`config.mk`:
```
export PLATFORM = sky130hd
export DESIGN_NAME = lut_addr_encoder
export DESIGN_NICKNAME = d
export VERILOG_FILES = /design/src/rtl/lut_pkg.sv /design/src/rtl/lut_addr_encoder.sv
export SDC_FILE = /design/constraint.sdc
export NUM_CORES = 1
export LEC_CHECK = 0
export ABC_AREA = 1
export CAP_MARGIN = 20
export CORE_UTILIZATION = 40
export DETAILED_ROUTE_END_ITERATION = 8
export GPL_TIMING_DRIVEN = 0
export PLACE_DENSITY_LB_ADDON = 0.12
export SYNTH_ARGS = -nofsm -noshare
export SYNTH_HDL_FRONTEND = slang
export SYNTH_SLANG_ARGS = --single-unit
```
`constraint.sdc`:
```
create_clock -name Clk -period 2.7 [get_ports Clk]
set_input_delay 0.405 -clock Clk [delete_from_list [all_inputs] [get_ports Clk]]
set_output_delay 0.405 -clock Clk [all_outputs]
set_load 0.05 [all_outputs]
```
`src/rtl/lut_pkg.sv`:
```
// Shared types and geometry for the data-memory address LUT and its encoder.
package lut_pkg;

  // Default LUT geometry: 8-bit addresses, 4 banks of 8 entries
  localparam int LUT_D     = 8;
  localparam int LUT_NB    = 4;
  localparam int LUT_IW    = 3;
  localparam int BANK_SIZE = 2 ** LUT_IW;
  localparam int MAX_ADDR  = LUT_NB * BANK_SIZE - 1;

  // Field kinds emitted toward the instruction emitter
  typedef enum logic [1:0] {
    K_INA = 2'd0,
    K_LW  = 2'd1,
    K_SW  = 2'd2,
    K_ERR = 2'd3
  } kind_t;

  // Encoder sequencing states
  typedef enum logic [1:0] {
    IDLE  = 2'd0,
    STEP  = 2'd1,
    ISSUE = 2'd2,
    ERR   = 2'd3
  } state_t;

endpackage

```
`src/rtl/lut_addr_encoder.sv`:
```
// Converts a data-memory address request into the LUT field stream:
// zero or more INA bank steps followed by one LW/SW carrying the bank index.
// The LUT's incAddr is mirrored in cur_bank so only the needed INAs are sent.
module lut_addr_encoder
  import lut_pkg::*;
#(
  parameter int D  = LUT_D,
  parameter int NB = LUT_NB,
  parameter int IW = LUT_IW
) (
  input  logic          Clk,
  input  logic          Reset,
  input  logic          req_valid,
  output logic          req_ready,
  input  logic [D-1:0]  req_addr,
  input  logic          req_is_store,
  output logic          out_valid,
  input  logic          out_ready,
  output logic [1:0]    out_kind,
  output logic [IW-1:0] out_field,
  output logic [1:0]    cur_bank,
  output logic          busy
);

  // First address past the last LUT entry; anything at or above is unreachable
  localparam logic [D:0] ADDR_LIMIT = (D+1)'(NB * (2 ** IW));

  state_t        state_q;
  logic [1:0]    cur_bank_q;
  logic [1:0]    tgt_bank_q;
  logic [IW-1:0] idx_q;
  logic          store_q;
  logic          out_valid_q;
  kind_t         out_kind_q;
  logic [IW-1:0] out_field_q;

  logic [1:0]    req_bank;
  logic [IW-1:0] req_idx;
  logic          req_oor;
  logic [1:0]    bank_inc;

  // Address decode of the incoming request and the mod-NB bank successor
  always_comb begin
    req_idx  = req_addr[IW-1:0];
    req_bank = req_addr[IW+1:IW];
    req_oor  = ({1'b0, req_addr} >= ADDR_LIMIT);
    bank_inc = (cur_bank_q == 2'(NB - 1)) ? 2'd0 : cur_bank_q + 2'd1;
  end

  // Sequencer: latch request, walk banks with INA, then issue LW/SW or ERR
  always_ff @(posedge Clk) begin
    if (!Reset) begin
      state_q     <= IDLE;
      cur_bank_q  <= 2'd0;
      out_valid_q <= 1'b0;
      out_kind_q  <= K_INA;
      out_field_q <= '0;
    end else begin
      case (state_q)
        IDLE: begin
          if (req_valid) begin
            idx_q       <= req_idx;
            tgt_bank_q  <= req_bank;
            store_q     <= req_is_store;
            out_valid_q <= 1'b1;
            if (req_oor) begin
              state_q     <= ERR;
              out_kind_q  <= K_ERR;
              out_field_q <= '0;
            end else if (req_bank == cur_bank_q) begin
              state_q     <= ISSUE;
              out_kind_q  <= req_is_store ? K_SW : K_LW;
              out_field_q <= req_idx;
            end else begin
              state_q     <= STEP;
              out_kind_q  <= K_INA;
              out_field_q <= '0;
            end
          end
        end
        STEP: begin
          // Each accepted INA advances the mirrored LUT bank by one
          if (out_ready) begin
            cur_bank_q <= bank_inc;
            if (bank_inc == tgt_bank_q) begin
              state_q     <= ISSUE;
              out_kind_q  <= store_q ? K_SW : K_LW;
              out_field_q <= idx_q;
            end
          end
        end
        ISSUE, ERR: begin
          if (out_ready) begin
            state_q     <= IDLE;
            out_valid_q <= 1'b0;
            out_kind_q  <= K_INA;
            out_field_q <= '0;
          end
        end
        default: begin
          state_q     <= IDLE;
          out_valid_q <= 1'b0;
        end
      endcase
    end
  end

  // Request acceptance only in IDLE and never while reset is held
  always_comb begin
    req_ready = (state_q == IDLE) && Reset;
    busy      = (state_q != IDLE);
    out_valid = out_valid_q;
    out_kind  = out_kind_q;
    out_field = out_field_q;
    cur_bank  = cur_bank_q;
  end

endmodule

```
== Word-level counts from Yosys, hierarchy flattened ==
Index checks and enable logic that the tools add are counted.

* $add $sub $neg: 1
* Order comparisons: 1
* Equal/unequal tests: 10
* Mux-type cells: 26
* Reduce and logical (&&, ||, !) cells: 9

{| class="wikitable"
|+ Operators with widths
! operator !! count
|-
| $mux 2 || 14
|-
| $mux 3 || 6
|-
| $pmux 2 s3 || 2
|-
| $pmux 3 s3 || 1
|-
| $ge 8x6->1 const B || 1
|-
| $ne 2x2->1 const B || 4
|-
| $eq 2x2->1 const B || 3
|-
| $reduce_and 3->1 || 2
|-
| $eq 2x2->1 || 2
|-
| $reduce_and 4->1 || 1
|-
| $reduce_bool 2->1 || 2
|-
| $add 2x1->2 const B || 1
|-
| $eq 2x1->1 const B || 1
|-
| $logic_not 2->1 || 1
|-
| $mux 1 || 2
|-
| $pmux 1 s2 || 1
|-
| $reduce_and 2->1 || 1
|-
| $reduce_or 2->1 || 1
|-
| $logic_and 1x1->1 || 1
|}

* Register bits: 16
* Bits of input ports: 13
* Logic and storage cells: 55

== Longest topological paths before layout ==
* Depth after elaboration: 6
* Gate-level depth with buffers: 10

== Least setup slack after synthesis ==
Ideal clock, no wire load.

* Path type: reg-to-reg
* Start: register cur_bank_q[0], in the netlist cur_bank[0]
* End: register out_field_q[0], in the netlist out_field[0]
* Library setup time: 0.112 ns
* Data arrival time: 1.637 ns
* Data required time: 2.588 ns
* Slack: 0.952 ns
* Stages on the path, launching flop included: 10
* Period minus slack after synthesis: 1.748 ns
* Cell sequence: dfxtp_1 ha_1 inv_1 nand2_1 nand2_1 nand2_1 nand2_1 nand3_4 nor2_1 nor2_1

* Cells in the longest elaborated chain, start to end: 5
* Elaborated cells between the ends (all ways): 11

{| class="wikitable"
|+ RTL lines
! what !! line !! source
|-
| start, declared || lut_addr_encoder.sv:29 || <nowiki>logic [1:0] cur_bank_q;</nowiki>
|-
| start signal, assigned || lut_addr_encoder.sv:84 || <nowiki>cur_bank_q <= bank_inc;</nowiki>
|-
| $add 2x1->2 or $eq 2x2->1 (tied branches) || lut_addr_encoder.sv:47 || <nowiki>bank_inc = (cur_bank_q == 2'(NB - 1)) ? 2'd0 : cur_bank_q + 2'd1;</nowiki>
|-
| $mux 2 (*) || lut_addr_encoder.sv:47 ||
|-
| via bank_inc[1] || lut_addr_encoder.sv:40 || <nowiki>logic [1:0] bank_inc;</nowiki>
|-
| $eq 2x2->1 (*) || lut_addr_encoder.sv:85 || <nowiki>if (bank_inc == tgt_bank_q) begin</nowiki>
|-
| $ne 2x2->1 (no source line) (*) || n/a ||
|-
| $reduce_and 4->1 (no source line) (*) || n/a ||
|-
| end signal, assigned || lut_addr_encoder.sv:73 || <nowiki>out_field_q <= req_idx;</nowiki>
|-
| end signal, assigned || lut_addr_encoder.sv:88 || <nowiki>out_field_q <= idx_q;</nowiki>
|-
| end, declared || lut_addr_encoder.sv:35 || <nowiki>logic [IW-1:0] out_field_q;</nowiki>
|}

The timed path passes the listed nets; every way through them passes the cells marked *. The select of a mux whose other input is x is not followed.
A chain may end at the register's enable or synchronous reset.

== Final worst setup path ==
* Start: input port Reset
* End: output port req_ready

* Cells in the longest elaborated chain, start to end: 1

{| class="wikitable"
|+ RTL lines
! what !! line !! source
|-
| start, declared || lut_addr_encoder.sv:12 || <nowiki>input logic Reset,</nowiki>
|-
| $logic_and 1x1->1 || lut_addr_encoder.sv:110 || <nowiki>req_ready = (state_q == IDLE) && Reset;</nowiki>
|-
| end, declared || lut_addr_encoder.sv:14 || <nowiki>output logic req_ready,</nowiki>
|}

No other way between the ends.

==> flow_summary.rst <==
.. list-table::
   :header-rows: 1

   * - Metric
     - Value
   * - Diode count
     - 0
   * - Total number of vias
     - 802
   * - Min-delay worst type
     - reg2reg
   * - Largest voltage drop on the vdd net
     - 0.582 mV
   * - Slew @ Worst Pin
     - 611 ps
   * - Launching element type of the critical path
     - primary input
   * - Worst setup endpoint
     - req_ready
   * - Number of search-and-repair iterations in the first detailed-routing pass
     - 4
   * - Hold Vio Cnt, Final
     - 0
   * - Relative slew slack
     - 59.1%
   * - Placeable core area
     - 2020 sq um
   * - HPWL after detailed placement
     - 1290 um
   * - Final TNS setup
     - 0 ps
   * - Overall power after layout
     - 1.32 mW
   * - Vias in the first global route
     - 722
   * - Share of the yosys chip area belonging to registers
     - 42.9%
   * - Critical path's largest stage delay
     - 800 ps
   * - Fraction of layout cells with a size suffix above 1
     - 10.5%
   * - Run status
     - completed
   * - Total wirelength of the detailed-routed design
     - 1660 um
   * - CP Capture Type
     - output pin
   * - Post-Syn Area
     - 887 sq um
   * - Leading cell type in the layout, fill and taps excluded
     - sky130_fd_sc_hd__nand2_1
   * - Leading cell types in the layout, fill and taps excluded
     - sky130_fd_sc_hd__nand2_1, sky130_fd_sc_hd__clkdlybuf4s50_1, sky130_fd_sc_hd__nor2_1, sky130_fd_sc_hd__inv_1, sky130_fd_sc_hd__dfxtp_1
   * - Port Buffers
     - 22
   * - Final antenna-violating net count
     - 0
   * - Sum of overflow across all layers after global routing
     - 0
   * - Start point of the critical path
     - Reset
   * - Flops & latches, synth
     - 16
   * - Hold Worst Slack
     - 502 ps
   * - Arrival time reported for the critical path endpoint
     - 2070 ps
   * - Reg2Reg Setup Slack
     - 1170 ps
   * - RePlAce Congestion
     - 0.765
   * - Most Frequent Cell on Critical Path
     - sky130_fd_sc_hd__clkdlybuf4s50_1
   * - Setup-violating endpoint count in the final report
     - 0
   * - Required time worst endpoint
     - 2300 ps
   * - Cell type of the slowest stage on the worst timing path
     - sky130_fd_sc_hd__clkdlybuf4s50_1
   * - LEAKAGE
     - 0.528 nW
   * - Initial Util
     - 43.9%
   * - Post-synth EDFFs
     - 6
   * - Most used flip-flop cell after synthesis
     - sky130_fd_sc_hd__dfxtp_1
   * - DRT iter0 DRCs
     - 8
   * - Max frequency
     - 404 MHz
   * - Die H
     - 49.1 um
   * - Standard-cell row count
     - 16
   * - TritonCTS clock tree
     - yes
   * - Cell-by-cell listing of the critical path
     - clkdlybuf4s50_1 -> buf_2 -> inv_1 -> nor2_1 -> clkdlybuf4s50_1
   * - Largest net degree at the start of global routing
     - 11
   * - Worst clock skew on the final layout
     - 7.86 ps
   * - Async S/R FF share, synth
     - 0%
   * - I/O Pins
     - 23
   * - All-Layer GR Usage
     - 15.8%
   * - Worst reg2reg path depth
     - 9
   * - Clock buffers created by TritonCTS
     - 3
   * - Cells resized by post-CTS repair
     - 0
   * - Fin crit share
     - 91.7%
   * - Ratio of total power to cell area
     - 1120 nW/um^2
   * - Synthesized area per cell
     - 6.99 sq um
   * - RR Startpoint
     - cur_bank[0]
   * - Total number of cells along the worst setup path
     - 5
   * - Worst-path clk slew
     - 90 ps
   * - Setup repair after global routing missed its margin
     - no
   * - Post-CTS repair timing setup buffer count
     - 0
   * - Clock latency on the worst-skew pair
     - 290 ps
   * - Total buffers and inverters traversed by the critical path
     - 4
   * - Area overhead of the layout relative to synthesis
     - 32.7%
   * - Max-capacitance violation count
     - 0
   * - Net count after synthesis
     - 141
   * - Number of antenna violations at the first check in global routing
     - 0
   * - Average wire per standard cell
     - 9.23 um
   * - Number of warnings printed during yosys synthesis
     - 0
   * - Maximum fanout along the worst path
     - 10
   * - Remaining DRCs
     - 0
   * - Cts hold-fix bufs
     - 0
   * - Die Outline Area
     - 2410 sq um
   * - Critical register-to-register path endpoint
     - out_field[1]
   * - Avg Vias per Cell
     - 4.46
   * - Sinks on Clock Net
     - 16
   * - Maximum level of the CTS H-tree
     - 1
   * - Tmin final
     - 2480 ps
   * - Maximum clock path buffer count
     - 2
   * - Synthesized instance count
     - 127
   * - CTS Root Cell
     - sky130_fd_sc_hd__clkbuf_4
   * - Worst path top cell family by delay
     - buffers and inverters
   * - Final Slew Violations
     - 0
   * - Layout net count
     - 168
   * - DIE WIDTH
     - 49.1 um
   * - Wire length of the first global-routing pass
     - 2990 um
   * - Setup CP Type
     - in2out
   * - Number of distinct library cell variants in the gate-level netlist after synthesis
     - 21
flip-flops by register name, indices dropped and copies added (netlist names):
| signal | flops |
|---|---|
| store_q | 1 |
| out_kind | 2 |
| tgt_bank_q | 2 |
| out_field | 3 |
| state_q | 2 |
| out_valid | 1 |
| cur_bank | 2 |
| idx_q | 3 |
cell families (layout without fill, tap and decap cells):
kind of cell    after synthesis  after routing  synth area share (%)
flops                        16             16                  42.9
fa+ha+maj                     1              1                  1.41
buf+inv                      20             46                  8.60
compound gates               10             10                  6.06
simple gates                 79             79                  40.1
xor+xnor                      1              1                 0.987
through the flow:
step	area (sq um)	instances	util (%)	setup slack, ps
5_1_grt	1180	180	58.2	144
3_5_place_dp	1140	176	56.4	210
3_3_place_gp	1140	176	56.4	210
6_report	1180	180	58.2	223
4_1_cts	1180	180	58.2	209
2_1_floorplan	887	127	-	952
how the worst min path moves through the flow:
stage	startpoint	to	slack, ps	cells past startpoint
after floorplan	state_q[0]	state_q[0]	470	2
after global placement	out_valid	out_valid	480	1
after detailed placement	out_valid	out_valid	480	1
after CTS	state_q[0]	state_q[0]	500	2
after global routing	state_q[0]	state_q[0]	520	2
final	state_q[0]	state_q[0]	500	2
worst register-to-register path, delay by kind of cell, from the launching register on:
family / cells / cell delay [ps]
buf+inv: 1 / 80
fa+ha+maj: 1 / 310
flops: 1 / 470
simple gates: 7 / 570
layout make-up:
cell class / instances / area (sq um)
Sequential cell: 16 / 380
Clock buffer: 4 / 36.3
Timing Repair Buffer: 22 / 220
Tap cell: 27 / 33.8
Fill cell: 201 / 845
Inverter: 19 / 71.3
Multi-Input combinational cell: 91 / 430
Buffer: 1 / 5.00
metal layers:
layer	vias up	global-route usage, %	share of wire, %
met2	21	25.1	43
met4	0	7.84	1.7
li1	449	-	-
met1	328	21.1	51
met3	4	1.87	4.0
met5	-	0	0
report_power, final:
group          switching [mW]  internal (mW)
clock network          0.0780         0.0820
registers              0.0407          0.325
logic                   0.529          0.268
total                   0.647          0.675
cell usage after synthesis, types with 2 or more instances:
library cell,count,area [sq um]
sky130_fd_sc_hd__nand2_1,45,169
sky130_fd_sc_hd__nor2_1,19,71.3
sky130_fd_sc_hd__o21ai_0,5,25.0
sky130_fd_sc_hd__nand3_1,4,20.0
sky130_fd_sc_hd__nor2_2,2,12.5
sky130_fd_sc_hd__inv_2,2,7.51
sky130_fd_sc_hd__nand4_1,2,12.5
sky130_fd_sc_hd__nand2_2,2,12.5
sky130_fd_sc_hd__inv_1,17,63.8
sky130_fd_sc_hd__edfxtp_1,6,180
sky130_fd_sc_hd__dfxtp_1,10,200
sky130_fd_sc_hd__a21oi_1,4,20.0
No activity file was read; power rests on OpenSTA's default activity.
